## src/rtl/pc_sequencer_pkg.sv

```systemverilog
// Shared definitions for the fetch/execute sequencer: FSM encoding and default widths.
// No logic lives here.
package pc_sequencer_pkg;

  localparam int DEF_ADDR_W  = 16;
  localparam int DEF_INSTR_W = 16;
  localparam int DEF_OFF_W   = 8;
  localparam int RETIRE_W    = 16;

  typedef enum logic [1:0] {
    ST_IDLE  = 2'd0,
    ST_FETCH = 2'd1,
    ST_EXEC  = 2'd2,
    ST_HALT  = 2'd3
  } state_t;

endpackage

```

## src/rtl/pc_next_calc.sv

```systemverilog
// Next-PC adder: pc + sext(offset) for a taken branch, otherwise pc + 1.
// Purely combinational, zero latency; wraps modulo 2^ADDR_W.
module pc_next_calc #(
  parameter int ADDR_W = 16,
  parameter int OFF_W  = 8
) (
  input  logic [ADDR_W-1:0] pc,
  input  logic              jump,
  input  logic              zero,
  input  logic [OFF_W-1:0]  offset,
  output logic [ADDR_W-1:0] pc_next
);

  logic [ADDR_W-1:0] off_sext;
  logic [ADDR_W-1:0] incr;

  assign off_sext = {{(ADDR_W-OFF_W){offset[OFF_W-1]}}, offset};
  assign incr     = (jump && zero) ? off_sext : {{(ADDR_W-1){1'b0}}, 1'b1};
  assign pc_next  = pc + incr;

endmodule

```

## src/rtl/pc_sequencer.sv

```systemverilog
// Fetch/execute sequencer owning the PC: FETCH holds imem_req until ack, the instruction is presented
// the cycle after ack and held until exec_done; start=0 aborts to IDLE from any state.
module pc_sequencer
  import pc_sequencer_pkg::*;
#(
  parameter int                ADDR_W   = DEF_ADDR_W,
  parameter int                INSTR_W  = DEF_INSTR_W,
  parameter int                OFF_W    = DEF_OFF_W,
  parameter logic [ADDR_W-1:0] RESET_PC = '0
) (
  input  logic                clk,
  input  logic                rst_n,
  input  logic                start,
  output logic                imem_req,
  output logic [ADDR_W-1:0]   imem_addr,
  input  logic                imem_ack,
  input  logic [INSTR_W-1:0]  imem_data,
  output logic [INSTR_W-1:0]  instr,
  output logic                instr_valid,
  input  logic                exec_done,
  input  logic                jump,
  input  logic                zero,
  input  logic [OFF_W-1:0]    offset,
  input  logic                halt,
  output logic [ADDR_W-1:0]   pc,
  output logic                halted,
  output logic [RETIRE_W-1:0] retire_cnt
);

  state_t            state;
  logic [ADDR_W-1:0] pc_nxt;

  pc_next_calc #(
    .ADDR_W (ADDR_W),
    .OFF_W  (OFF_W)
  ) u_next (
    .pc      (pc),
    .jump    (jump),
    .zero    (zero),
    .offset  (offset),
    .pc_next (pc_nxt)
  );

  // Decoded straight from state so an async reset drops the request immediately.
  assign imem_req  = (state == ST_FETCH);
  assign imem_addr = pc;
  assign halted    = (state == ST_HALT);

  always_ff @(posedge clk or negedge rst_n) begin
    if (!rst_n) begin
      state       <= ST_IDLE;
      pc          <= RESET_PC;
      instr       <= '0;
      instr_valid <= 1'b0;
      retire_cnt  <= '0;
    end else if (!start) begin
      // Abort beats any ack/exec_done in flight; the retire count survives.
      state       <= ST_IDLE;
      pc          <= RESET_PC;
      instr_valid <= 1'b0;
    end else begin
      case (state)
        ST_IDLE: begin
          state <= ST_FETCH;
        end
        ST_FETCH: begin
          if (imem_ack) begin
            instr       <= imem_data;
            instr_valid <= 1'b1;
            state       <= ST_EXEC;
          end
        end
        ST_EXEC: begin
          if (exec_done) begin
            retire_cnt  <= retire_cnt + {{(RETIRE_W-1){1'b0}}, 1'b1};
            instr_valid <= 1'b0;
            if (halt) begin
              state <= ST_HALT;
            end else begin
              pc    <= pc_nxt;
              state <= ST_FETCH;
            end
          end
        end
        ST_HALT: begin
          state <= ST_HALT;
        end
        default: begin
          state <= ST_IDLE;
        end
      endcase
    end
  end

endmodule

```

## config.mk

```make
export PLATFORM = sky130hd
export DESIGN_NAME = pc_sequencer
export DESIGN_NICKNAME = d
export VERILOG_FILES = /design/src/rtl/pc_sequencer_pkg.sv /design/src/rtl/pc_next_calc.sv /design/src/rtl/pc_sequencer.sv
export SDC_FILE = /design/constraint.sdc
export NUM_CORES = 1
export LEC_CHECK = 0
export BUFFER_PORTS_ARGS = -buffer_cell sky130_fd_sc_hd__buf_2
export CAP_MARGIN = 15
export CORE_MARGIN = 2
export CORE_UTILIZATION = 47
export CTS_BUF_LIST = sky130_fd_sc_hd__clkbuf_4
export DETAILED_ROUTE_END_ITERATION = 8
export GPL_TIMING_DRIVEN = 1
export MAX_ROUTING_LAYER = met4
export PLACE_DENSITY = 0.78
export SLEW_MARGIN = 15
export SYNTH_ARGS = -nofsm -noshare
export SYNTH_HDL_FRONTEND = slang
export SYNTH_SLANG_ARGS = --single-unit
```

## constraint.sdc

```tcl
create_clock -name clk -period 2.3 [get_ports clk]
set_clock_uncertainty 0.2 [all_clocks]
set_input_delay 0.345 -clock clk [delete_from_list [all_inputs] [get_ports clk]]
set_output_delay 0.345 -clock clk [all_outputs]
set_load 0.01 [all_outputs]
```

==> summary.txt, run 1 <==
Worst rel slew slack -> 75.31%
Port Buf Inserts -> 98
Critical path type -> reg -> reg
Critical path fanouts, max -> 4
Remaining Overflow, GRT -> 0
Fmax -> 419.7 MHz
N_diodes -> 0
Worst R2R End -> imem_addr[8]
Worst EP arrival -> 2.50 ns
Area of the multi-input gates -> 1634 sq um
Worst Hold Class -> in -> reg
Layout cell share with drive strength beyond 1 -> 47.79%
Core area -> 5991 sq um
Root Driver -> clkbuf_4
WL/cell -> 15.23 um
HPWL after DPL -> 5683 um
Worst Hold Path Cells -> 2
Crit path from -> imem_addr[0]
Final Hold Vio Count -> 0
Synthesis-to-layout area growth -> 38.00%
Worst-Skew Late Latency -> 0.38 ns
DRT iter0 DRCs -> 110
RSZ-0062 raised after global routing -> yes
Worst hold path startpoint -> imem_data[15]
Chip height -> 83.23 um
R2R Setup Slk -> -0.08 ns
MaxCap Viol Count -> 0
Main area contributors after synthesis -> dfrtp_1 43%, mux2_2 6.5%, xnor2_1 5.0%
FF-to-FF path depth -> 9
Pwr Total -> 0.001961 W
Synth Register Bits -> 51
Dpl ws -> -0.3700 ns
Final WL -> 7678 um
Reg area -> 1276 sq um
Setup WS post-layout -> -0.08245 ns
Post-synth EDFFs -> 0
Row cnt -> 28
Seq/Total Area, Yosys -> 43.26%
Die area -> 6927 sq um
Synth cell types -> 55
Largest net degree at the start of global routing -> 21
DR vias/cell -> 5.319
Worst VDD drop -> 0.3553 mV
Hold Crit Endpoint -> instr[15]
Starting density of the core -> 49.25%
CP endpoint kind -> flip-flop
Initial antenna violation count -> 0
Synth top area share -> 43.26%
Sink Count -> 51
Standby leakage power -> 2.071 nW
Slew of the pin with the lowest slew margin -> 0.3675 ns
Outcome -> complete, but fails checks
Final Cycle Share -> 103.6%
First-pass GRT wire length -> 12660 um
Finish-stage setup viols -> 2
Clk pin slew, worst setup/hold paths -> 0.17 ns
Top FF cell, synth -> dfrtp_1
Vias in the first global route -> 2699
H-Tree Depth -> 2
TritonCTS clock tree -> yes
Total track usage -> 22.82%
R2r startpoint -> imem_addr[0]
Die width -> 83.23 um
Syn nets -> 333
# IOs -> 99
Fillcell total -> 475
CTS max path bufs -> 2
Post-route DRC violation count -> 0
Cell Area, Synth -> 2950 sq um
Synth warn -> 0
Failing checks -> negative setup slack
Drt pass-1 iters -> 4
Finished Core Util -> 67.96%
Post-synthesis area per instance -> 10.17 sq um
Minimum clock period -> 2.382 ns
Vias -> 2681
Worst EP required -> 2.42 ns
Slew Limit Fails -> 0
Fin nets -> 471
Pwr dens -> 481.6 nW/um^2
Final RePlAce weighted congestion -> 0.8445
Synth Instances -> 290
Most frequent cells after synthesis -> 51 x dfrtp_1, 26 x nand2_1, 18 x a21oi_1
Ys async rst share -> 100.0%
Nature of the critical path startpoint -> flip-flop
Leading area contributor after synthesis -> dfrtp_1
CTS buffer count -> 5
Most common cell in the synthesized netlist -> dfrtp_1
Post-route ant nets -> 0
stage by stage:
step | cells | TNS [ns] | instance area [sq um] | hold WS (ns)
after floorplan | 290 | -0.1542 | 3057 | -0.1506
after global placement | 475 | -1.778 | 3765 | 0.08216
after detailed placement | 475 | -2.299 | 3765 | 0.08057
after CTS | 502 | -0.1741 | 4028 | 0.005754
after global routing | 504 | -0.5724 | 4071 | 0.002695
final | 504 | -0.1337 | 4071 | 0.01261
worst max-delay path, stage by stage, from the launching register on:
cell	delay [ns]
dfrtp_1	0.42
ha_2	0.20
inv_2	0.05
fa_2	0.18
nand2b_4	0.14
a21oi_4	0.05
o31a_1	0.30
or4_4	0.43
a21oi_2	0.15
mux2i_1	0.20
logic make-up after synthesis:
group	Yosys count	synth area share, %
and+or+nand+nor	99	19.64
AOI/OAI and AO/OA	51	11.15
DFF	51	43.26
buffers and inverters	36	6.955
xor gates and xnor gates	21	6.234
muxes	21	7.846
adders and majority gates	11	4.919
layer usage:
layer	wire, um	vias up	GRT usage, %
li1	-	1298	-
met1	3421	1301	28.51
met2	3867	72	38.93
met3	273	10	2.684
met4	115	0	7.004
met5	0	-	-
power breakdown:
part	internal, W	switching (W)
registers	0.00100	0.0000678
clock network	0.000118	0.000304
logic	0.000239	0.000229
flip-flops by register name (all words and copies together) (netlist names):
register     flops
imem_addr       16
instr           16
retire_cnt      16
state            2
instr_valid      1
worst max path at each step:
stage	end	cells after the start	slack, ns
5_1_grt	imem_addr[12]	10	-0.19
3_5_place_dp	imem_addr[8]	11	-0.37
4_1_cts	imem_addr[8]	9	-0.11
2_1_floorplan	imem_addr[8]	10	-0.12
3_3_place_gp	imem_addr[8]	11	-0.29
6_report	imem_addr[8]	9	-0.08
cell type report:
cell class	count	area share [%]
inverter	10	0.9219
clock buffer	5	0.9219
multi-input combinational	203	40.14
tap	75	2.305
clock inverter	3	0.4917
sequential	51	31.35
timing repair buffer	157	23.88
layout by cell type (no fill, tap or decap), types with 3 or more instances in the layout:
cell type,synthesis,layout
xor2_1,4,4
a21oi_2,1,3
xnor2_1,17,17
inv_2,2,3
nand2_1,26,26
dlygate4sd3_1,0,14
ha_4,0,6
a211oi_1,3,3
a21oi_1,18,15
clkbuf_4,0,5
inv_1,8,7
and3_4,1,4
nor2_1,10,10
ha_1,10,3
o21ai_0,12,10
nand4_1,6,6
nand3_1,12,10
buf_4,16,44
buf_2,2,98
dfrtp_1,51,51
mux2i_1,4,4
mux2_2,17,17
nor3_1,9,8
repair_timing:
action / in CTS / in global routing
setup endpoints to repair: 5 / 6
buffers inserted: 6 / 1
hold endpoints to repair: 27 / 1
hold buffers: 13 / 1
pin swaps: 10 / 10
resized for setup: 6 / 7
Power figures use the tool's default switching activity.
==> run 2, diff against run 1 <==
--- a/config.mk
+++ b/config.mk
@@ -5,15 +5,16 @@
 export SDC_FILE = /design/constraint.sdc
 export NUM_CORES = 1
 export LEC_CHECK = 0
+export ABC_AREA = 1
 export BUFFER_PORTS_ARGS = -buffer_cell sky130_fd_sc_hd__buf_2
 export CAP_MARGIN = 15
 export CORE_MARGIN = 2
-export CORE_UTILIZATION = 47
+export CORE_UTILIZATION = 48
 export CTS_BUF_LIST = sky130_fd_sc_hd__clkbuf_4
 export DETAILED_ROUTE_END_ITERATION = 8
 export GPL_TIMING_DRIVEN = 1
 export MAX_ROUTING_LAYER = met4
-export PLACE_DENSITY = 0.78
+export PLACE_DENSITY = 0.79
 export SLEW_MARGIN = 15
 export SYNTH_ARGS = -nofsm -noshare
 export SYNTH_HDL_FRONTEND = slang
==> run 2 against run 1 <==
  * The flow now finishes without violations
  * Fmax is 15% higher
  * First-iteration DRC count rose by 3.6%
  * Total power is 20% higher
  * Sequential share of layout area rose by 1.5 points
  * Clock power increased by 1%
  * Combinational power increased by 54%
  * Clock-buffer cell count is the same
  * Area after synthesis rose by 5.2%
==> summary.txt, run 2 <==
H-Tree Depth -> 2 (unchanged)
Top FF cell, synth -> dfrtp_1
Critical path fanouts, max -> 4 (unchanged)
Die width -> 84.40 um (+1.4%)
R2r startpoint -> imem_addr[0]
Core area -> 6314 sq um (+5.4%)
Starting density of the core -> 49.15% (-0.10 points)
DR vias/cell -> 4.967 (-6.6%)
Worst rel slew slack -> 60.01% (-15 points)
Pwr dens -> 602.8 nW/um^2 (+25%)
Layout cell share with drive strength beyond 1 -> 30.71% (-17 points)
MaxCap Viol Count -> 0 (unchanged)
Commonest non-fill, non-tap cell in the layout -> buf_2
Final RePlAce weighted congestion -> 0.9199 (+8.9%)
Met1 GRT Util -> 27.99% (-0.51 points)
Synthesis-to-layout area growth -> 25.40%
Drt pass-1 iters -> 4 (unchanged)
Synth Instances -> 377 (+30%)
First-pass GRT wire length -> 12200 um (-3.6%)
Main area contributors after synthesis -> dfrtp_1 41%, nand2_1 11%, inv_1 5.8%
Synth cell types -> 40 (-27%)
Post-synth EDFFs -> 0 (unchanged)
Buf/Inv on CP -> 2 (+1)
Clk pin slew, worst setup/hold paths -> 0.16 ns (about the same)
Synth Register Bits -> 51 (unchanged)
Vias -> 2841 (+6.0%)
Setup total negative slack -> 0 ns (+0.1337 ns)
# IOs -> 99 (unchanged)
Top delay family on crit path -> simple AND/OR/NAND/NOR gates
Vias in the first global route -> 2754 (+2.0%)
Fmax -> 480.6 MHz (+15%)
Slowest-stage cell, CP -> dfrtp_1
Worst hold path startpoint -> start
R2R Setup Slk -> 0.22 ns (+0.30 ns)
RSZ-0062 raised after global routing -> no
Row cnt -> 29 (+3.6%)
Leading area contributor after synthesis -> dfrtp_1
DRT iter0 DRCs -> 114 (+3.6%)
CP most frequent cell -> nand2_1
Critical Path Max Stage Delay -> 0.41 ns (-0.02 ns)
Root Driver -> clkbuf_4
Critical path cell sequence -> ha_1, inv_1, fa_1, inv_1, nand2_1, nand3_1, nand2_1, nand2_1, nand2_1, nand2_1, nand2_1, nand2_1, o21ai_0
Sink Count -> 51 (unchanged)
Worst EP arrival -> 2.15 ns (-0.35 ns)
Nature of the critical path startpoint -> flip-flop
TritonCTS clock tree -> yes
Largest net degree at the start of global routing -> 27 (+29%)
HPWL after DPL -> 5364 um (-5.6%)
Cell Area, Synth -> 3103 sq um (+5.2%)
Initial antenna violation count -> 0 (unchanged)
GR peak layer -> met2
Die area -> 7123 sq um (+2.8%)
Crit path from -> imem_addr[0]
Standby leakage power -> 2.222 nW (+7.3%)
Synth warn -> 0 (unchanged)
Minimum clock period -> 2.081 ns (-0.3019 ns)
Final Hold Vio Count -> 0 (unchanged)
Met3 Use GR -> 3.147% (+0.46 points)
WL/cell -> 12.71 um (-17%)
Fin nets -> 537 (+14%)
Most common cell in the synthesized netlist -> nand2_1
Final WL -> 7269 um (-5.3%)
Synth top area share -> 41.13% (-2.1 points)
Chip height -> 84.40 um (+1.4%)
Slew of the pin with the lowest slew margin -> 0.5999 ns (+0.2323 ns)
Syn nets -> 420 (+26%)
Met2 usage -> 35.93% (-3.0 points)
N_diodes -> 0 (unchanged)
Seq/Total Area, Yosys -> 41.13% (-2.1 points)
Finish-stage setup viols -> 0 (-2)
Outcome -> finished clean
Worst-Skew Late Latency -> 0.36 ns (-0.02 ns)
Final Cycle Share -> 90.46% (-13 points)
CP endpoint kind -> flip-flop
Pwr Total -> 0.002346 W (+20%)
CTS buffer count -> 5 (unchanged)
Total track usage -> 21.36% (-1.5 points)
Post-synthesis area per instance -> 8.231 sq um (-19%)
Most frequent cells in the layout -> 98 x buf_2, 93 x nand2_1, 51 x dfrtp_1
Port Buf Inserts -> 98 (unchanged)
Worst VDD drop -> 0.6732 mV (+89%)
Slew Limit Fails -> 0 (unchanged)
Worst Hold Class -> in -> reg
Ys async rst share -> 100.0% (unchanged)
Remaining Overflow, GRT -> 0 (unchanged)
Post-route ant nets -> 0 (unchanged)
Critical path type -> reg -> reg
Worst EP required -> 2.37 ns (-0.05 ns)
Post-CTS sizing -> 0 (-6)
Post-route DRC violation count -> 0 (unchanged)
Most frequent cells after synthesis -> 93 x nand2_1, 51 x dfrtp_1, 48 x inv_1
CTS max path bufs -> 2 (unchanged)
## run 2: area by class of cell
cell class | count | area [sq um]
Inverter | 49 | 183.9
Sequential cell | 51 | 1276
Clock inverter | 3 | 22.52
Fill cell | 550 | 2422
Tap cell | 77 | 96.34
Clock buffer | 5 | 37.54
Multi-Input combinational cell | 257 | 1501
Timing Repair Buffer | 130 | 773.2
## run 2: metrics by stage
stage          hold slack (ns)  std cells  worst slack [ns]  instance area [sq um]  utilization (%)
3_5_place_dp            0.1893        545          -0.05902                   3646            57.75
2_1_floorplan          -0.1506        377            0.1783                   3103                -
5_1_grt                0.03521        572           0.01647                   3891            61.63
3_3_place_gp            0.1963        545          -0.02813                   3646            57.75
4_1_cts               0.001835        566            0.2033                   3836            60.76
6_report               0.07059        572            0.2195                   3891            61.63
## run 2: report_power, final
part	switching [W]	total, W	internal (W)	leakage (nW)
logic	0.000369	0.000721	0.000352	1.53
registers	0.000118	0.00120	0.00108	0.657
clock network	0.000302	0.000429	0.000126	0.0360
## run 2: cell families (layout without fill, tap and decap cells)
| kind of cell | Yosys count | in the layout | synth area share, % |
|---|---|---|---|
| buf+inv | 69 | 187 | 10.48 |
| flops | 51 | 51 | 41.13 |
| compound gates | 46 | 46 | 8.993 |
| xor+xnor | 16 | 16 | 4.516 |
| simple gates | 168 | 168 | 24.40 |
| mux | 16 | 16 | 5.806 |
| fa+ha+maj | 11 | 11 | 4.677 |
## run 2: what timing repair did
item	4_1_cts	5_1_grt
hold endpoints to repair	36	4
buffers inserted	0	2
hold buffers	13	4
setup endpoints to repair	0	1
## run 2: worst reg2reg max path: stages (launching register included)
cell and delay (ns):
dfrtp_1 0.41, ha_1 0.17, inv_1 0.05, fa_1 0.39, inv_1 0.09, nand2_1 0.07, nand3_1 0.13, nand2_1 0.07
nand2_1 0.09, nand2_1 0.06, nand2_1 0.07, nand2_1 0.06, nand2_1 0.05, o21ai_0 0.07
## run 2: routing by layer
layer	part of all wire [%]	vias up	routed length, um
li1	-	1441	-
met2	50	86	3599
met4	0.85	0	62
met5	0	-	0
met3	5.6	6	406
met1	44	1308	3201
## run 2: worst paths after layout
kind / depth (start not counted) / end
setup reg to reg: 13 / imem_addr[12]
hold reg to reg: 1 / retire_cnt[15]
setup / recovery: 13 / imem_addr[12]
hold / removal: 2 / state[1]
max in group asynchronous: 3 / imem_addr[9]
min in group asynchronous: 2 / imem_addr[4]
==> run 3, diff against run 2 <==
--- a/config.mk
+++ b/config.mk
@@ -8,13 +8,15 @@
 export ABC_AREA = 1
 export BUFFER_PORTS_ARGS = -buffer_cell sky130_fd_sc_hd__buf_2
 export CAP_MARGIN = 15
+export CELL_PAD_IN_SITES_DETAIL_PLACEMENT = 1
+export CELL_PAD_IN_SITES_GLOBAL_PLACEMENT = 1
 export CORE_MARGIN = 2
-export CORE_UTILIZATION = 48
+export CORE_UTILIZATION = 34
 export CTS_BUF_LIST = sky130_fd_sc_hd__clkbuf_4
 export DETAILED_ROUTE_END_ITERATION = 8
 export GPL_TIMING_DRIVEN = 1
 export MAX_ROUTING_LAYER = met4
-export PLACE_DENSITY = 0.79
+export PLACE_DENSITY_LB_ADDON = 0.1
 export SLEW_MARGIN = 15
 export SYNTH_ARGS = -nofsm -noshare
 export SYNTH_HDL_FRONTEND = slang
==> run 3 against run 2 <==
  * Global-route usage shrank 2.0 points
  * Clock power grew 32%
  * First-iteration DRC count shrank 36%
  * Non-clock buffer count grew 9
  * Utilization shrank 16 points
  * Total power grew 6.0%
  * Cell count grew 7.2%
  * Fmax grew 1.0%
  * Combinational power grew 1%
==> summary.txt, run 3 (same netlist as run 2, synthesis figures left out) <==
Vias in the first global route -> 3112 (+13%)
Post-route DRC violation count -> 0 (unchanged)
Row cnt -> 34 (+17%)
Drt pass-1 iters -> 4 (unchanged)
Vias -> 2933 (+3.2%)
Worst EP required -> 2.38 ns (about the same)
Clk pin slew, worst setup/hold paths -> 0.17 ns (about the same)
Fin nets -> 546 (+1.7%)
Net Switching -> 0.0008025 W (+1.8%)
CP most frequent cell -> nand2_1
Worst EP arrival -> 2.13 ns (-0.02 ns)
Area of the multi-input gates -> 1506 sq um (+0.33%)
MaxCap Viol Count -> 0 (unchanged)
Finished Core Util -> 45.89% (-16 points)
Pint -> 0.001685 W (+8.2%)
Slowest-stage cell, CP -> dfrtp_1
Nature of the critical path startpoint -> flip-flop
Commonest non-fill, non-tap cell in the layout -> buf_2
Top delay family on crit path -> simple AND/OR/NAND/NOR gates
Slew Limit Fails -> 0 (unchanged)
Most frequent cells in the layout -> 98 x buf_2, 93 x nand2_1, 51 x dfrtp_1
Outcome -> finished clean
Buf/Inv on CP -> 2 (unchanged)
Finish-stage setup viols -> 0 (unchanged)
CTS buffer count -> 5 (unchanged)
DRT iter0 DRCs -> 73 (-36%)
CP endpoint kind -> flip-flop
Setup WS post-layout -> 0.2411 ns (+0.02160 ns)
Clock share of power -> 22.8% (+4.5 points)
Fmax -> 485.7 MHz (+1.0%)
Fillcell total -> 1099 (+100%)
Slew of the pin with the lowest slew margin -> 0.5092 ns (-0.09072 ns)
Core area -> 8806 sq um (+39%)
Reg area -> 1276 sq um (unchanged)
Critical Path Max Stage Delay -> 0.39 ns (-0.02 ns)
TritonCTS clock tree -> yes
Sequential power share -> 47.8% (-3.2 points)
Design area -> 4041 sq um (+3.9%)
Dpl ws -> -0.1327 ns (-0.07364 ns)
Placed Area -> 3772 sq um (+3.5%)
Sink Count -> 51 (unchanged)
# IOs -> 99 (unchanged)
Worst Hold Margin -> 0.05781 ns (-0.01277 ns)
Starting density of the core -> 35.24% (-14 points)
Die width -> 99.53 um (+18%)
Final WL -> 8736 um (+20%)
H-Tree Depth -> 2 (unchanged)
Die area -> 9906 sq um (+39%)
Critical path type -> reg -> reg
DR vias/cell -> 4.785 (-3.7%)
Total track usage -> 19.39% (-2.0 points)
Remaining Overflow, GRT -> 0 (unchanged)
Worst-Skew Late Latency -> 0.37 ns (about the same)
Initial antenna violation count -> 1 (+1)
Synthesis-to-layout area growth -> 30.24%
Final Cycle Share -> 89.52% (-0.94 points)
First-pass GRT wire length -> 14950 um (+23%)
Sw Share -> 32.26% (-1.3 points)
HPWL after DPL -> 6634 um (+24%)
Comb power frac -> 29.4% (-1.3 points)
Root Driver -> clkbuf_4
Largest net degree at the start of global routing -> 35 (+30%)
RSZ-0062 raised after global routing -> no
Worst Hold Class -> in -> reg
Port Buf Inserts -> 98 (unchanged)
Final Hold Vio Count -> 0 (unchanged)
Minimum clock period -> 2.059 ns (-0.02160 ns)
CTS max path bufs -> 2 (unchanged)
Critical path cell sequence -> ha_1, inv_1, fa_1, inv_1, nand2_1, nand3_2, nand2_1, nand2_1, nand2_1, nand2_1, nand2_1, nand2_1, o21ai_0
Worst rel slew slack -> 66.06% (+6.0 points)
Critical path fanouts, max -> 4 (unchanged)
Post-route ant nets -> 0 (unchanged)
Layout cell share with drive strength beyond 1 -> 32.14% (+1.4 points)
Pwr dens -> 615.6 nW/um^2 (+2.1%)
Worst VDD drop -> 0.5140 mV (-24%)
Final RePlAce weighted congestion -> 0.8012 (-13%)
WL/cell -> 14.25 um (+12%)
Standby leakage power -> 2.290 nW (+3.0%)
Chip height -> 99.53 um (+18%)
-- run 3: cell types whose count changed in the layout (fill, tap and decap cells not counted) --
cell,previous run,this run
inv_6,2,1
nand3_1,22,21
buf_4,15,23
buf_12,0,1
nand3_2,2,3
diode_2,0,1
clkbuf_4,5,6
bufinv_16,0,1
clkinv_2,1,0
-- run 3: area by class of cell --
type	count	share of cell area, %
diodes	1	0.06192
clock buffers	6	1.115
clock inverters	2	0.9598
inverters	49	4.551
multi-input cells	257	37.28
flip-flops and latches	51	31.58
well taps	108	3.344
repair buffers	139	21.11
-- run 3: power groups by stage --
stage / Clock, W / Combinational, W / Sequential [W]
finish: 0.000566 / 0.000731 / 0.00119
global route: 0.000632 / 0.000812 / 0.00122
CTS: 0.000595 / 0.000738 / 0.00119
detailed placement: 0 / 0.000715 / 0.00121
global placement: 0 / 0.000700 / 0.00120
floorplan: 0 / 0.000301 / 0.00129
-- run 3: what timing repair did --
action                                 in CTS  in global routing
resized for setup                           0                  1
endpoints found under the hold margin      33                  0
setup endpoints to repair                   0                  2
hold buffers                               17                  0
buffers inserted                            0                  1
-- run 3: through the flow --
stage	total power, W	std cells	setup TNS [ns]
finish	0.002488	613	0
global placement	0.001899	586	-0.03422
global route	0.002667	613	0
floorplan	0.001589	377	0
CTS	0.002526	611	0
detailed placement	0.001924	586	-0.3427
-- run 3: worst paths after layout --
kind,cells after the start,slack [ns],endpoint,startpoint
worst max-delay path,13,0.24,imem_addr[12],imem_addr[0]
worst min-delay path,2,0.06,state[1],start
worst max register to register,13,0.24,imem_addr[12],imem_addr[0]
worst min register to register,1,0.28,retire_cnt[15],retire_cnt[15]
max in group asynchronous,3,1.08,instr[11],rst_n
min in group asynchronous,2,0.24,state[0],rst_n
-- run 3: layer usage --
metal | track usage [%] | routed length (um)
met5 | - | 0
met3 | 4.638 | 421
met2 | 33.32 | 4422
met1 | 23.90 | 3856
met4 | 2.529 | 36
-- run 3: worst register-to-register path: stages (launching register included) --
cell and delay, ns:
dfrtp_1 0.39, ha_1 0.17, inv_1 0.05, fa_1 0.39, inv_1 0.10, nand2_1 0.09, nand3_2 0.11, nand2_1 0.06
nand2_1 0.09, nand2_1 0.06, nand2_1 0.07, nand2_1 0.05, nand2_1 0.05, o21ai_0 0.06
